$ cat src/rtl/fetch_pkg.sv
// fetch_pkg: shared definitions for the fetch/branch sequencer.
//   - 3-bit state encodings and the FSM state type
//   - control-flow opcode constants (instr[15:12])
//   - sticky error codes reported on err_o
package fetch_pkg;

    localparam logic [2:0] ST_IDLE   = 3'd0;
    localparam logic [2:0] ST_FETCH  = 3'd1;
    localparam logic [2:0] ST_DECODE = 3'd2;
    localparam logic [2:0] ST_EXEC   = 3'd3;
    localparam logic [2:0] ST_UPDATE = 3'd4;
    localparam logic [2:0] ST_ERR    = 3'd5;

    typedef enum logic [2:0] {
        IDLE   = ST_IDLE,
        FETCH  = ST_FETCH,
        DECODE = ST_DECODE,
        EXEC   = ST_EXEC,
        UPDATE = ST_UPDATE,
        ERR    = ST_ERR
    } state_t;

    localparam logic [3:0] OP_JMP = 4'hC;
    localparam logic [3:0] OP_BZ  = 4'hD;
    localparam logic [3:0] OP_BNZ = 4'hE;

    localparam logic [1:0] ERR_NONE  = 2'b00;
    localparam logic [1:0] ERR_FETCH = 2'b01;
    localparam logic [1:0] ERR_EXEC  = 2'b10;

endpackage

$ cat src/rtl/wait_timer.sv
// wait_timer: 8-bit wait-cycle counter shared by the FETCH and EXEC waits.
// Ports:
//   clk_i      clock, rising edge
//   rst_ni     synchronous reset, active-low (count -> 0)
//   clear_i    restart the count (asserted on every state change)
//   en_i       count this cycle (state is waiting)
//   limit_i    number of waiting cycles allowed
//   expired_o  this is the last allowed waiting cycle; the caller errors out
//              unless its ack/done arrives in this same cycle
module wait_timer (
    input  logic       clk_i,
    input  logic       rst_ni,
    input  logic       clear_i,
    input  logic       en_i,
    input  logic [7:0] limit_i,
    output logic       expired_o
);

    logic [7:0] count_q;

    always_ff @(posedge clk_i) begin
        if (!rst_ni) begin
            count_q <= 8'd0;
        end else if (clear_i) begin
            count_q <= 8'd0;
        end else if (en_i && (count_q != 8'hFF)) begin
            count_q <= count_q + 8'd1;
        end
    end

    // Counting the current cycle, the limit is reached now.
    assign expired_o = en_i && (({1'b0, count_q} + 9'd1) >= {1'b0, limit_i});

endmodule

$ cat src/rtl/fetch_seq.sv
// fetch_seq: multi-cycle fetch/branch sequencer driving the PC datapath.
// Ports:
//   clk_i, rst_ni           clock (rising edge), synchronous active-low reset
//   pc_i                    current PC; fetch address and jump page
//   imem_req_o/imem_ack_i   instruction-memory handshake, imem_rdata_i word
//   instr_o                 latched instruction word
//   exec_start_o            one-cycle start pulse for ordinary instructions
//   exec_done_i             datapath completion (sampled only in EXEC)
//   zero_flag_i             datapath zero flag (sampled in DECODE)
//   pc_update_o             one pulse per retired instruction
//   jump_o/branch_o         PC load / PC add controls, valid with pc_update_o
//   disp_o, jump_tgt_o      branch displacement and jump target
//   busy_o                  high outside IDLE and ERR
//   err_o                   sticky error: 01 fetch timeout, 10 exec timeout
module fetch_seq
    import fetch_pkg::*;
#(
    parameter int unsigned ACK_TIMEOUT  = 15,
    parameter int unsigned EXEC_TIMEOUT = 63
) (
    input  logic        clk_i,
    input  logic        rst_ni,
    input  logic [15:0] pc_i,
    output logic        imem_req_o,
    input  logic        imem_ack_i,
    input  logic [15:0] imem_rdata_i,
    output logic [15:0] instr_o,
    output logic        exec_start_o,
    input  logic        exec_done_i,
    input  logic        zero_flag_i,
    output logic        pc_update_o,
    output logic        jump_o,
    output logic        branch_o,
    output logic [7:0]  disp_o,
    output logic [15:0] jump_tgt_o,
    output logic        busy_o,
    output logic [1:0]  err_o
);

    state_t      state_q, state_d;
    logic [15:0] instr_q, instr_d;
    logic [1:0]  err_q, err_d;
    logic        jump_q, jump_d;
    logic        branch_q, branch_d;
    logic        exec_start;
    logic        tmr_en;
    logic        tmr_expired;
    logic [7:0]  tmr_limit;

    assign tmr_en    = (state_q == FETCH) || (state_q == EXEC);
    assign tmr_limit = (state_q == EXEC) ? 8'(EXEC_TIMEOUT) : 8'(ACK_TIMEOUT);

    wait_timer u_wait_timer (
        .clk_i     (clk_i),
        .rst_ni    (rst_ni),
        .clear_i   (state_d != state_q),
        .en_i      (tmr_en),
        .limit_i   (tmr_limit),
        .expired_o (tmr_expired)
    );

    always_ff @(posedge clk_i) begin
        if (!rst_ni) begin
            state_q  <= IDLE;
            instr_q  <= 16'h0000;
            err_q    <= ERR_NONE;
            jump_q   <= 1'b0;
            branch_q <= 1'b0;
        end else begin
            state_q  <= state_d;
            instr_q  <= instr_d;
            err_q    <= err_d;
            jump_q   <= jump_d;
            branch_q <= branch_d;
        end
    end

    always_comb begin
        state_d    = state_q;
        instr_d    = instr_q;
        err_d      = err_q;
        jump_d     = jump_q;
        branch_d   = branch_q;
        exec_start = 1'b0;
        unique case (state_q)
            IDLE: state_d = FETCH;
            FETCH: begin
                // An ack in the final allowed cycle takes priority over the timeout.
                if (imem_ack_i) begin
                    instr_d = imem_rdata_i;
                    state_d = DECODE;
                end else if (tmr_expired) begin
                    err_d   = ERR_FETCH;
                    state_d = ERR;
                end
            end
            DECODE: begin
                // Only one of jump/branch can be set, so they never overlap.
                jump_d   = 1'b0;
                branch_d = 1'b0;
                state_d  = UPDATE;
                case (instr_q[15:12])
                    OP_JMP:  jump_d   = 1'b1;
                    OP_BZ:   branch_d = zero_flag_i;
                    OP_BNZ:  branch_d = ~zero_flag_i;
                    default: begin
                        exec_start = 1'b1;
                        state_d    = EXEC;
                    end
                endcase
            end
            EXEC: begin
                if (exec_done_i) begin
                    state_d = UPDATE;
                end else if (tmr_expired) begin
                    err_d   = ERR_EXEC;
                    state_d = ERR;
                end
            end
            UPDATE:  state_d = FETCH;
            ERR:     state_d = ERR;
            default: state_d = IDLE;
        endcase
    end

    assign imem_req_o   = (state_q == FETCH);
    assign instr_o      = instr_q;
    assign exec_start_o = exec_start;
    assign pc_update_o  = (state_q == UPDATE);
    assign jump_o       = (state_q == UPDATE) && jump_q;
    assign branch_o     = (state_q == UPDATE) && branch_q;
    assign disp_o       = instr_q[7:0];
    assign jump_tgt_o   = {pc_i[15:12], instr_q[11:0]};
    assign busy_o       = (state_q != IDLE) && (state_q != ERR);
    assign err_o        = err_q;

endmodule

$ cat config.mk
export PLATFORM = sky130hd
export DESIGN_NAME = fetch_seq
export DESIGN_NICKNAME = d
export VERILOG_FILES = /design/src/rtl/fetch_pkg.sv /design/src/rtl/wait_timer.sv /design/src/rtl/fetch_seq.sv
export SDC_FILE = /design/constraint.sdc
export NUM_CORES = 1
export LEC_CHECK = 0
export BUFFER_PORTS_ARGS = -buffer_cell sky130_fd_sc_hd__buf_2
export CORE_MARGIN = 8
export CORE_UTILIZATION = 25
export CTS_BUF_LIST = sky130_fd_sc_hd__clkbuf_2
export DETAILED_ROUTE_END_ITERATION = 10
export PLACE_DENSITY = 0.46
export SYNTH_ARGS = -nofsm -noshare
export SYNTH_HDL_FRONTEND = slang
export SYNTH_HIERARCHICAL = 1
export SYNTH_SLANG_ARGS = --single-unit
export TNS_END_PERCENT = 10
$ cat constraint.sdc
create_clock -name clk_i -period 3.7 [get_ports clk_i]
set_input_delay 0.555 -clock clk_i [delete_from_list [all_inputs] [get_ports clk_i]]
set_output_delay 0.555 -clock clk_i [all_outputs]
set_load 0.1 [all_outputs]
After elaboration in Yosys (flattened, before gate mapping)
Cells that the tools add are included.
{"block": "totals", "word_cells": 55, "ff_bits": 31, "inputBits": 37}
{"block": "op_classes", "n_reduce_logical": 14, "n_eq_ne": 15, "muxes": 15, "addsub": 2, "n_lt_le_gt_ge": 1, "bitwise": 2}
{"operator": "one-hot mux 3 bit (5 select lines)", "n": 1}
{"operator": "equality test 4 bit, second input constant", "n": 3}
{"operator": "two-way mux 3 bit", "n": 4}
{"operator": "adder 8 x 1 -> 9 bit, second input constant", "n": 1}
{"operator": ">= comparator 9 x 6 -> 1 bit", "n": 1}
{"operator": "adder 8 x 1 -> 8 bit, second input constant", "n": 1}
{"operator": "two-way mux 2 bit", "n": 4}
{"operator": "inequality test 8 bit, second input constant", "n": 1}
{"operator": "equality test 3 x 2 -> 1 bit, second input constant", "n": 2}
{"operator": "equality test 3 bit, second input constant", "n": 2}
{"operator": "two-way mux 6 bit", "n": 1}
{"operator": "inequality test 2 bit, second input constant", "n": 3}
{"operator": "logical AND 1 bit", "n": 5}
{"operator": "AND reduction 5 bit", "n": 1}
{"operator": "one-hot mux 2 bit (2 select lines)", "n": 1}
{"operator": "OR reduction 2 bit", "n": 2}
{"operator": "equality test 3 x 1 -> 1 bit, second input constant", "n": 1}
{"operator": "zero test 3 bit", "n": 1}
{"operator": "two-way mux 1 bit", "n": 3}
{"operator": "inequality test 3 bit", "n": 1}
{"operator": "inequality test 3 bit, second input constant", "n": 1}
{"operator": "nonzero test 3 bit", "n": 1}
{"operator": "OR reduction 3 bit", "n": 1}
{"operator": "inequality test 2 x 1 -> 1 bit, second input constant", "n": 1}
{"operator": "other kinds (5)", "n": 6}

Longest topological paths before layout
Gate-level depths: netlist (run 1).
{"block": "logic_depth", "ltp_word": 9, "ltp_mapped": 14}

By module
The synthesis (run 1) kept the hierarchy.
{"module": "fetch_seq", "area_each_um2": 1277.5, "cells_each": 167, "instances": 1}
{"module": "wait_timer", "area_each_um2": 698.2, "cells_each": 83, "instances": 1}

Worst setup path before layout (run 1)
OpenSTA, ideal clock, no wires.
{"block": "synth_timing", "path_kind": "reg-to-output", "startpoint": "reg state_q[2]", "endpoint": "out branch_o", "path_slack_ps": -568, "path_stages_with_launch": 5, "arrival_time_ps": 3713, "cell_sequence": "dfxtp_1 -> buf_2 -> inv_1 -> nor3_1 -> and2_1"}
{"block": "synth_via", "elab_chain_len": 2}
{"element": "start, declared", "line": "fetch_seq.sv:40", "rtl": "state_t state_q, state_d;"}
{"element": "start signal, assigned", "line": "fetch_seq.sv:70", "rtl": "state_q <= state_d;"}
{"element": "equality test 3 bit"}
{"element": "via pc_update_o", "line": "fetch_seq.sv:31", "rtl": "output logic pc_update_o,"}
{"element": "logical AND 1 bit", "line": "fetch_seq.sv:131", "rtl": "assign branch_o = (state_q == UPDATE) && branch_q;"}
{"element": "end, declared", "line": "fetch_seq.sv:33", "rtl": "output logic branch_o,"}
The timed path passes the listed nets, and every way through them passes these cells.

Worst setup path after layout (run 1)
{"block": "layout_timing", "startpoint": "reg u_wait_timer.count_q[0]", "endpoint": "reg u_wait_timer.count_q[4]"}
{"block": "layout_via", "elab_chain_len": 8, "elab_cells_between_ends": 12, "classes_between": "add/sub (2); order compare (1); eq/ne (2); mux (4); reduce/logical (3)"}
{"element": "start, declared", "line": "wait_timer.sv:19", "rtl": "logic [7:0] count_q;"}
{"element": "start signal, assigned", "line": "wait_timer.sv:27", "rtl": "count_q <= count_q + 8'd1;"}
{"element": "adder 8 x 1 -> 9 bit (*)", "line": "wait_timer.sv:32", "rtl": "assign expired_o = en_i && (({1'b0, count_q} + 9'd1) >= {1'b0, limit_i});"}
{"element": ">= comparator 9 x 6 -> 1 bit (*)", "line": "wait_timer.sv:32"}
{"element": "logical AND 1 bit (*)", "line": "wait_timer.sv:32"}
{"element": "via tmr_expired", "line": "fetch_seq.sv:47", "rtl": "logic tmr_expired;"}
{"element": "two-way mux 3 bit (*)", "line": "fetch_seq.sv:92, fetch_seq.sv:115"}
{"element": "two-way mux 3 bit, on equally long branches", "line": "fetch_seq.sv:113, fetch_seq.sv:89"}
{"element": "one-hot mux 3 bit (5 select lines) (*)", "line": "fetch_seq.sv:85", "rtl": "unique case (state_q)"}
{"element": "inequality test 3 bit (*)", "line": "fetch_seq.sv:56", "rtl": ".clear_i (state_d != state_q),"}
{"element": "OR reduction 2 bit (no source line) (*)"}
Mark *: on every way through the listed nets, which the timed path passes. The rest lies on a longest branch.
A chain may end at the register's enable or synchronous reset.

==> run metrics, run 1 <==
Initial Utilization=25.7%; vias in the first global route=1741; slowest CP cell=dfxtp_1; syn_area_per_cell=7.90 sq um; Nets=337; Die Y-Extent=105 microns; Worst EP arrival=3.43 ns; DIE AREA=11000 sq um; post-layout util=29.6%; grt ovf=0; number of flops mapped to enable cells by yosys=0; post-synthesis sequential element count=31; row count=32; Clock Tree Root=clkbuf_2; drt wl/cell=12.0 microns; final worst-path cycle share=84.9%; max-slew violation count=0; critical path class=reg -> reg; prevailing post-synth register cell=dfxtp_1; CP required=3.99 ns; Via density=4.37; CTS tree=built; maximum number of pins on one net before global-route repair=22; Synth area leaders=dfxtp_1 (31%), buf_4 (9.1%), nand2_1 (8.7%); initial antenna violation count=0; first-pass GRT wire length=8.09 mm; Post-synth ARST share=0%; hold slack=0.406 ns; final hold vios=0; min-delay worst type=in -> reg; Distinct cells, synth=53; critical-path cell list=ha_1 -> nand3_4 -> nor2_2 -> xor2_1 -> ha_1 -> a21oi_1 -> o21ai_0 -> a21oi_1 -> o21ai_1 -> a211oi_1 -> o221ai_1 -> nand2b_1 -> a211oi_1; DRT antenna net count=0; startpoint types=flop; # port buffers=64; diodes inserted=0; Worst slew margin=51.1%; TritonCTS Buffers=5; Ys Warns=6; initial DRC count=85; Synth area leader=dfxtp_1; Critical Path Fanout Max=8; CTS Buffer Depth=2; share of layout cells above drive strength 1=29.8%; Clock Skew=0.0184 ns; post-CTS setup buffers=0; Fill cells=882; Setup crit start=u_wait_timer/count_q[0]; leakage=1.07 nW; Mapped Cells=250; sequential share of the synthesized area=31.4%; Tot GR Track Use=8.65%; H-tree depth=2; HP Start=imem_rdata_i[1]; die width=105 microns; Area after DPL=2230 sq um; CTS Sinks=31; worst slew pin tran=0.730 ns; Placeable Area=7690 sq um; CP peak stage delay=0.44 ns; Initial DRT Pass Iterations=4; DR vias=1723; Final setup viols=0; PD cells=354 nW/um^2; VDD IR-drop max=0.190 mV; area delta synth->final=15.1%; GPL Wtd Cong=0.722; worst r2r src=u_wait_timer/count_q[0]; status=finished clean; Worst-Skew Late Latency=0.36 ns; fin area=2270 sq um; DRC Markers=0; Synth top area share=31.4%; Top Ports=85; Max Fclk=0.318 GHz; Sum Neg Setup Slack=0 ns; RSZ-0062 raised after global routing=no; Post-Syn Area=1980 sq um; Detail Placement HPWL=3.65 mm; Min Clock Period, post-route=3.14 ns; Crit. End Element=flop; clock-pin slew on the worst setup and hold paths=0.16 ns; DRT Wirelength=4.74 mm; max cap viols=0
[cell type report]
cell class,count,area (sq um),area share (%)
multi-input cells,174,1100,48.3
repair buffers,67,343,15.1
clock buffers,7,35.0,1.54
well taps,102,128,5.61
inverters,12,45.0,1.98
clock inverters,1,5.00,0.220
flip-flops and latches,31,621,27.3
[repair_timing]
item / 4_1_cts / 5_1_grt
hold buffers: 0 / 0
endpoints found under the setup margin: 0 / 8
gates resized for setup: 0 / 2
[metal layers]
metal	GRT usage (%)	share of wire [%]	vias to the layer above	wire, microns
met5	0	0	-	0
met4	3.06	1.1	0	52
met3	3.13	6.2	5	293
met2	13.8	45	44	2120
met1	10.5	48	776	2280
li1	-	-	898	-
[flip-flops by register name (all words and copies together), names as in the netlist]
signal                count
err_o                     2
state_q                   3
instr_o                  16
branch_q                  1
u_wait_timer/count_q      8
jump_q                    1
[cells by family (layout without fill, tap and decap cells)]
group / Yosys count / in the layout / share of synthesized area (%)
other cells: 2 / 6 / 0.380
fa+ha+maj: 9 / 9 / 5.70
flops: 31 / 31 / 31.4
buf+inv: 49 / 87 / 14.1
xor+xnor: 8 / 8 / 3.55
compound gates: 55 / 55 / 18.3
simple gates: 95 / 95 / 26.0
mux: 1 / 1 / 0.507
[where the power goes]
group          total (W)  internal, W  switching, W  leakage, nW
Combinational   0.000283    0.0000522      0.000230        0.787
Sequential      0.000355     0.000346    0.00000976        0.252
Clock           0.000167    0.0000516      0.000116       0.0330
[stage by stage]
step	setup slack (ns)	total power [W]	instances
after detailed placement	0.348	0.000648	386
after global routing	0.114	0.000848	394
final	0.558	0.000806	394
after global placement	0.405	0.000647	386
after floorplan	0.206	0.000631	254
after CTS	0.304	0.000819	394
[layout by cell type (no fill, tap or decap), types with 2 or more instances in the layout]
master and count:
nor3_2 2, o21ai_0 8, nand2b_1 4, nand3_1 3, inv_1 12, ha_1 9
o21a_1 2, conb_1 6, nor3_1 2, a211oi_1 3, and4b_1 2, nor3b_1 3
buf_4 3, a21oi_1 26, xor2_1 6, and2_1 4, buf_2 64, clkbuf_2 7
dfxtp_1 31, xnor2_1 2, nand2_1 46, nor2b_1 5, nor2_1 10, o31ai_1 2
[final timing paths]
kind | endpoint | slack [ns] | cells after the start
setup / recovery | u_wait_timer/count_q[4] | 0.56 | 13
hold / removal | instr_o[1] | 0.41 | 3
setup reg to reg | u_wait_timer/count_q[4] | 0.56 | 13
hold reg to reg | jump_q | 0.46 | 2
[critical path, delay by kind of cell, from the launching register on]
family | cells | cell delay [ns]
simple gates | 3 | 0.71
compound gates | 7 | 1.15
xor+xnor | 1 | 0.19
flops | 1 | 0.44
fa+ha+maj | 2 | 0.55
[synthesized netlist by cell type, types with 2 or more instances]
| cell type | number |
|---|---|
| a21oi_1 | 26 |
| and2_1 | 4 |
| conb_1 | 2 |
| buf_1 | 2 |
| inv_1 | 12 |
| nor3_1 | 3 |
| nand2_1 | 46 |
| nor2b_1 | 5 |
| nor2_1 | 11 |
| xnor2_1 | 2 |
| ha_1 | 9 |
| o21a_1 | 2 |
| dfxtp_1 | 31 |
| xor2_1 | 6 |
| nor3b_1 | 3 |
| o31ai_1 | 2 |
| clkbuf_1 | 7 |
| nand2b_1 | 4 |
| nand3_1 | 3 |
| and4b_1 | 2 |
| a211oi_1 | 3 |
| o21ai_0 | 9 |
| buf_4 | 24 |
| buf_2 | 3 |
(Power assumes the default switching activity.)
==> inputs of run 2 (changes only) <==
==> constraint.sdc (replaced) <==
create_clock -name clk_i -period 3.2 [get_ports clk_i]
set_input_delay 0.48 -clock clk_i [delete_from_list [all_inputs] [get_ports clk_i]]
set_output_delay 0.48 -clock clk_i [all_outputs]
set_load 0.1 [all_outputs]
==> run 2 against run 1 <==
Cell area grew 3.1%; global-route usage about the same; critical endpoint is now u_wait_timer/count_q[6]; utilization is 0.91 points higher.
==> run metrics, run 2 (same netlist as run 1, synthesis figures left out) <==
status=finished clean (unchanged); initial antenna violation count=0 (unchanged); CP peak stage delay=0.38 ns (was 0.44 ns); sequential power share=40.7% (was 44.1%); CTS Sinks=31 (unchanged); Top Ports=85 (unchanged); Nets=341 (was 337); CP required=3.48 ns (was 3.99 ns); combinational power share=32.7% (was 35.1%); most common cell after layout, fill and taps aside=buf_2 (unchanged); switching share of power=41.4% (was 44.2%); vias in the first global route=1732 (was 1741); Pwr Total=0.00101 W (was 0.000806 W); Final Non-Filler Cells=398 (was 394); DR vias=1726 (was 1723); final hold vios=0 (unchanged); # port buffers=64 (unchanged); GPL Wtd Cong=0.696 (was 0.722); share of layout cells above drive strength 1=31.8% (was 29.8%); Min Clock Period, post-route=2.76 ns (was 3.14 ns); PD cells=430 nW/um^2 (was 354 nW/um^2); Worst EP arrival=3.04 ns (was 3.43 ns); Placeable Area=7690 sq um (unchanged); DIE AREA=11000 sq um (unchanged); critical path class=reg -> reg (unchanged); post-layout util=30.5% (was 29.6%); die width=105 microns (unchanged); startpoint types=flop (unchanged); Initial DRT Pass Iterations=4 (unchanged); max reg flops=16 (unchanged); area delta synth->final=18.7% (was 15.1%); drt wl/cell=11.8 microns (was 12.0 microns); first-pass GRT wire length=8.16 mm (was 8.09 mm); DRT Wirelength=4.70 mm (was 4.74 mm); TritonCTS Buffers=5 (unchanged); max cap viols=0 (unchanged); Tot GR Track Use=8.61% (was 8.65%); Crit. End Element=flop (unchanged); DRT antenna net count=0 (unchanged); max-slew violation count=0 (unchanged); Detail Placement HPWL=3.62 mm (was 3.65 mm); switching pwr=0.000418 W (was 0.000356 W); Worst-Skew Late Latency=0.38 ns (was 0.36 ns); grt ovf=0 (unchanged); CTS Buffer Depth=2 (unchanged); Initial Utilization=25.7% (unchanged); Clock Power Share=26.5% (was 20.8%); Worst slew margin=51.7% (was 51.1%); Final setup viols=0 (unchanged); clock-pin slew on the worst setup and hold paths=0.18 ns (was 0.16 ns); Fill cells=854 (was 882); Clock Tree Root=clkbuf_2 (unchanged); CTS Hold Buffers Added=0 (unchanged); final worst-path cycle share=86.1% (was 84.9%); CTS tree=built (unchanged); worst slew pin tran=0.720 ns (was 0.730 ns); Clock Skew=0.0317 ns (was 0.0184 ns); Max Fclk=0.363 GHz (was 0.318 GHz); post-CTS setup buffers=0 (unchanged); min-delay worst type=in -> reg (unchanged); Die Y-Extent=105 microns (unchanged); H-tree depth=2 (unchanged); critical-path cell list=ha_2 -> nand3_4 -> nor2_2 -> xor2_1 -> ha_1 -> a21oi_1 -> o21ai_0 -> a21oi_1 -> o21ai_0 -> a211oi_1 -> o221ai_1 -> nand2b_4 -> nor3_1 (was ha_1 -> nand3_4 -> nor2_2 -> xor2_1 -> ha_1 -> a21oi_1 -> o21ai_0 -> a21oi_1 -> o21ai_1 -> a211oi_1 -> o221ai_1 -> nand2b_1 -> a211oi_1); Via density=4.34 (was 4.37); slowest CP cell=dfxtp_2 (was dfxtp_1); DRC Markers=0 (unchanged); row count=32 (unchanged); Critical Path Fanout Max=8 (unchanged); commonest non-fill, non-tap cells in the layout=buf_2 (64), nand2_1 (46), dfxtp_1 (30), a21oi_1 (26), inv_1 (12) (was buf_2 (64), nand2_1 (46), dfxtp_1 (31), a21oi_1 (26), inv_1 (12)); CP top delay family=compound AO/OA/AOI/OAI gates (unchanged); leakage=1.11 nW (was 1.07 nW); Sum Neg Setup Slack=0 ns (unchanged); Placed Cells=390 (was 386); maximum number of pins on one net before global-route repair=22 (unchanged); diodes inserted=0 (unchanged); initial DRC count=96 (was 85); cell internal pwr=0.000591 W (was 0.000449 W); hold slack=0.309 ns (was 0.406 ns); RSZ-0062 raised after global routing=no (unchanged); critical path buffer and inverter count=0 (unchanged); VDD IR-drop max=0.211 mV (was 0.190 mV)
==> run 2: final timing paths <==
path                           startpoint  depth (start not counted)                 endpoint  slack [ns]
setup / recovery  u_wait_timer/count_q[1]                         13  u_wait_timer/count_q[6]        0.44
hold / removal           imem_rdata_i[15]                          3              instr_o[15]        0.31
setup reg to reg  u_wait_timer/count_q[1]                         13  u_wait_timer/count_q[6]        0.44
hold reg to reg                    jump_q                          2                   jump_q        0.46
==> run 2: worst reg2reg max path: stages, from the launching register on <==
cell and delay (ns):
dfxtp_2 0.38, ha_2 0.23, nand3_4 0.14, nor2_2 0.18
xor2_1 0.20, ha_1 0.27, a21oi_1 0.12, o21ai_0 0.09
a21oi_1 0.13, o21ai_0 0.16, a211oi_1 0.24, o221ai_1 0.13
nand2b_4 0.21, nor3_1 0.19
==> run 2: layout make-up <==
| type | count | area [sq um] | area share [%] |
|---|---|---|---|
| inverters | 12 | 45.0 | 1.92 |
| multi-input cells | 174 | 1110 | 47.5 |
| clock inverters | 3 | 38.8 | 1.65 |
| clock buffers | 5 | 25.0 | 1.07 |
| well taps | 102 | 128 | 5.44 |
| repair buffers | 71 | 373 | 15.9 |
| flip-flops and latches | 31 | 622 | 26.5 |
==> run 2: power groups by stage <==
| stage | logic [W] | registers, W | clock network, W |
|---|---|---|---|
| after floorplan | 0.000239 | 0.000492 | 0 |
| after global placement | 0.000331 | 0.000419 | 0 |
| after detailed placement | 0.000331 | 0.000419 | 0 |
| after CTS | 0.000331 | 0.000411 | 0.000279 |
| after global routing | 0.000350 | 0.000414 | 0.000295 |
| final | 0.000330 | 0.000411 | 0.000268 |
==> run 2: layer usage <==
metal | share of wire (%) | vias up | track usage, % | wire [microns]
li1 | - | 910 | - | -
met1 | 48 | 767 | 10.8 | 2280
met2 | 45 | 43 | 13.3 | 2090
met3 | 5.6 | 6 | 2.89 | 263
met4 | 1.4 | 0 | 3.06 | 65
met5 | 0 | - | 0 | 0
==> run 2: timing repair <==
action | 4_1_cts | 5_1_grt
endpoints found under the setup margin | 0 | 8
endpoints found under the hold margin | 0 | 0
gates resized for setup | 0 | 5
==> run 2: stage by stage <==
step | setup WS, ns | area (sq um)
after global routing | 0.0414 | 2340
after global placement | 0.235 | 2270
after detailed placement | 0.200 | 2270
final | 0.444 | 2340
after CTS | 0.139 | 2330
after floorplan | -0.0605 | 2000
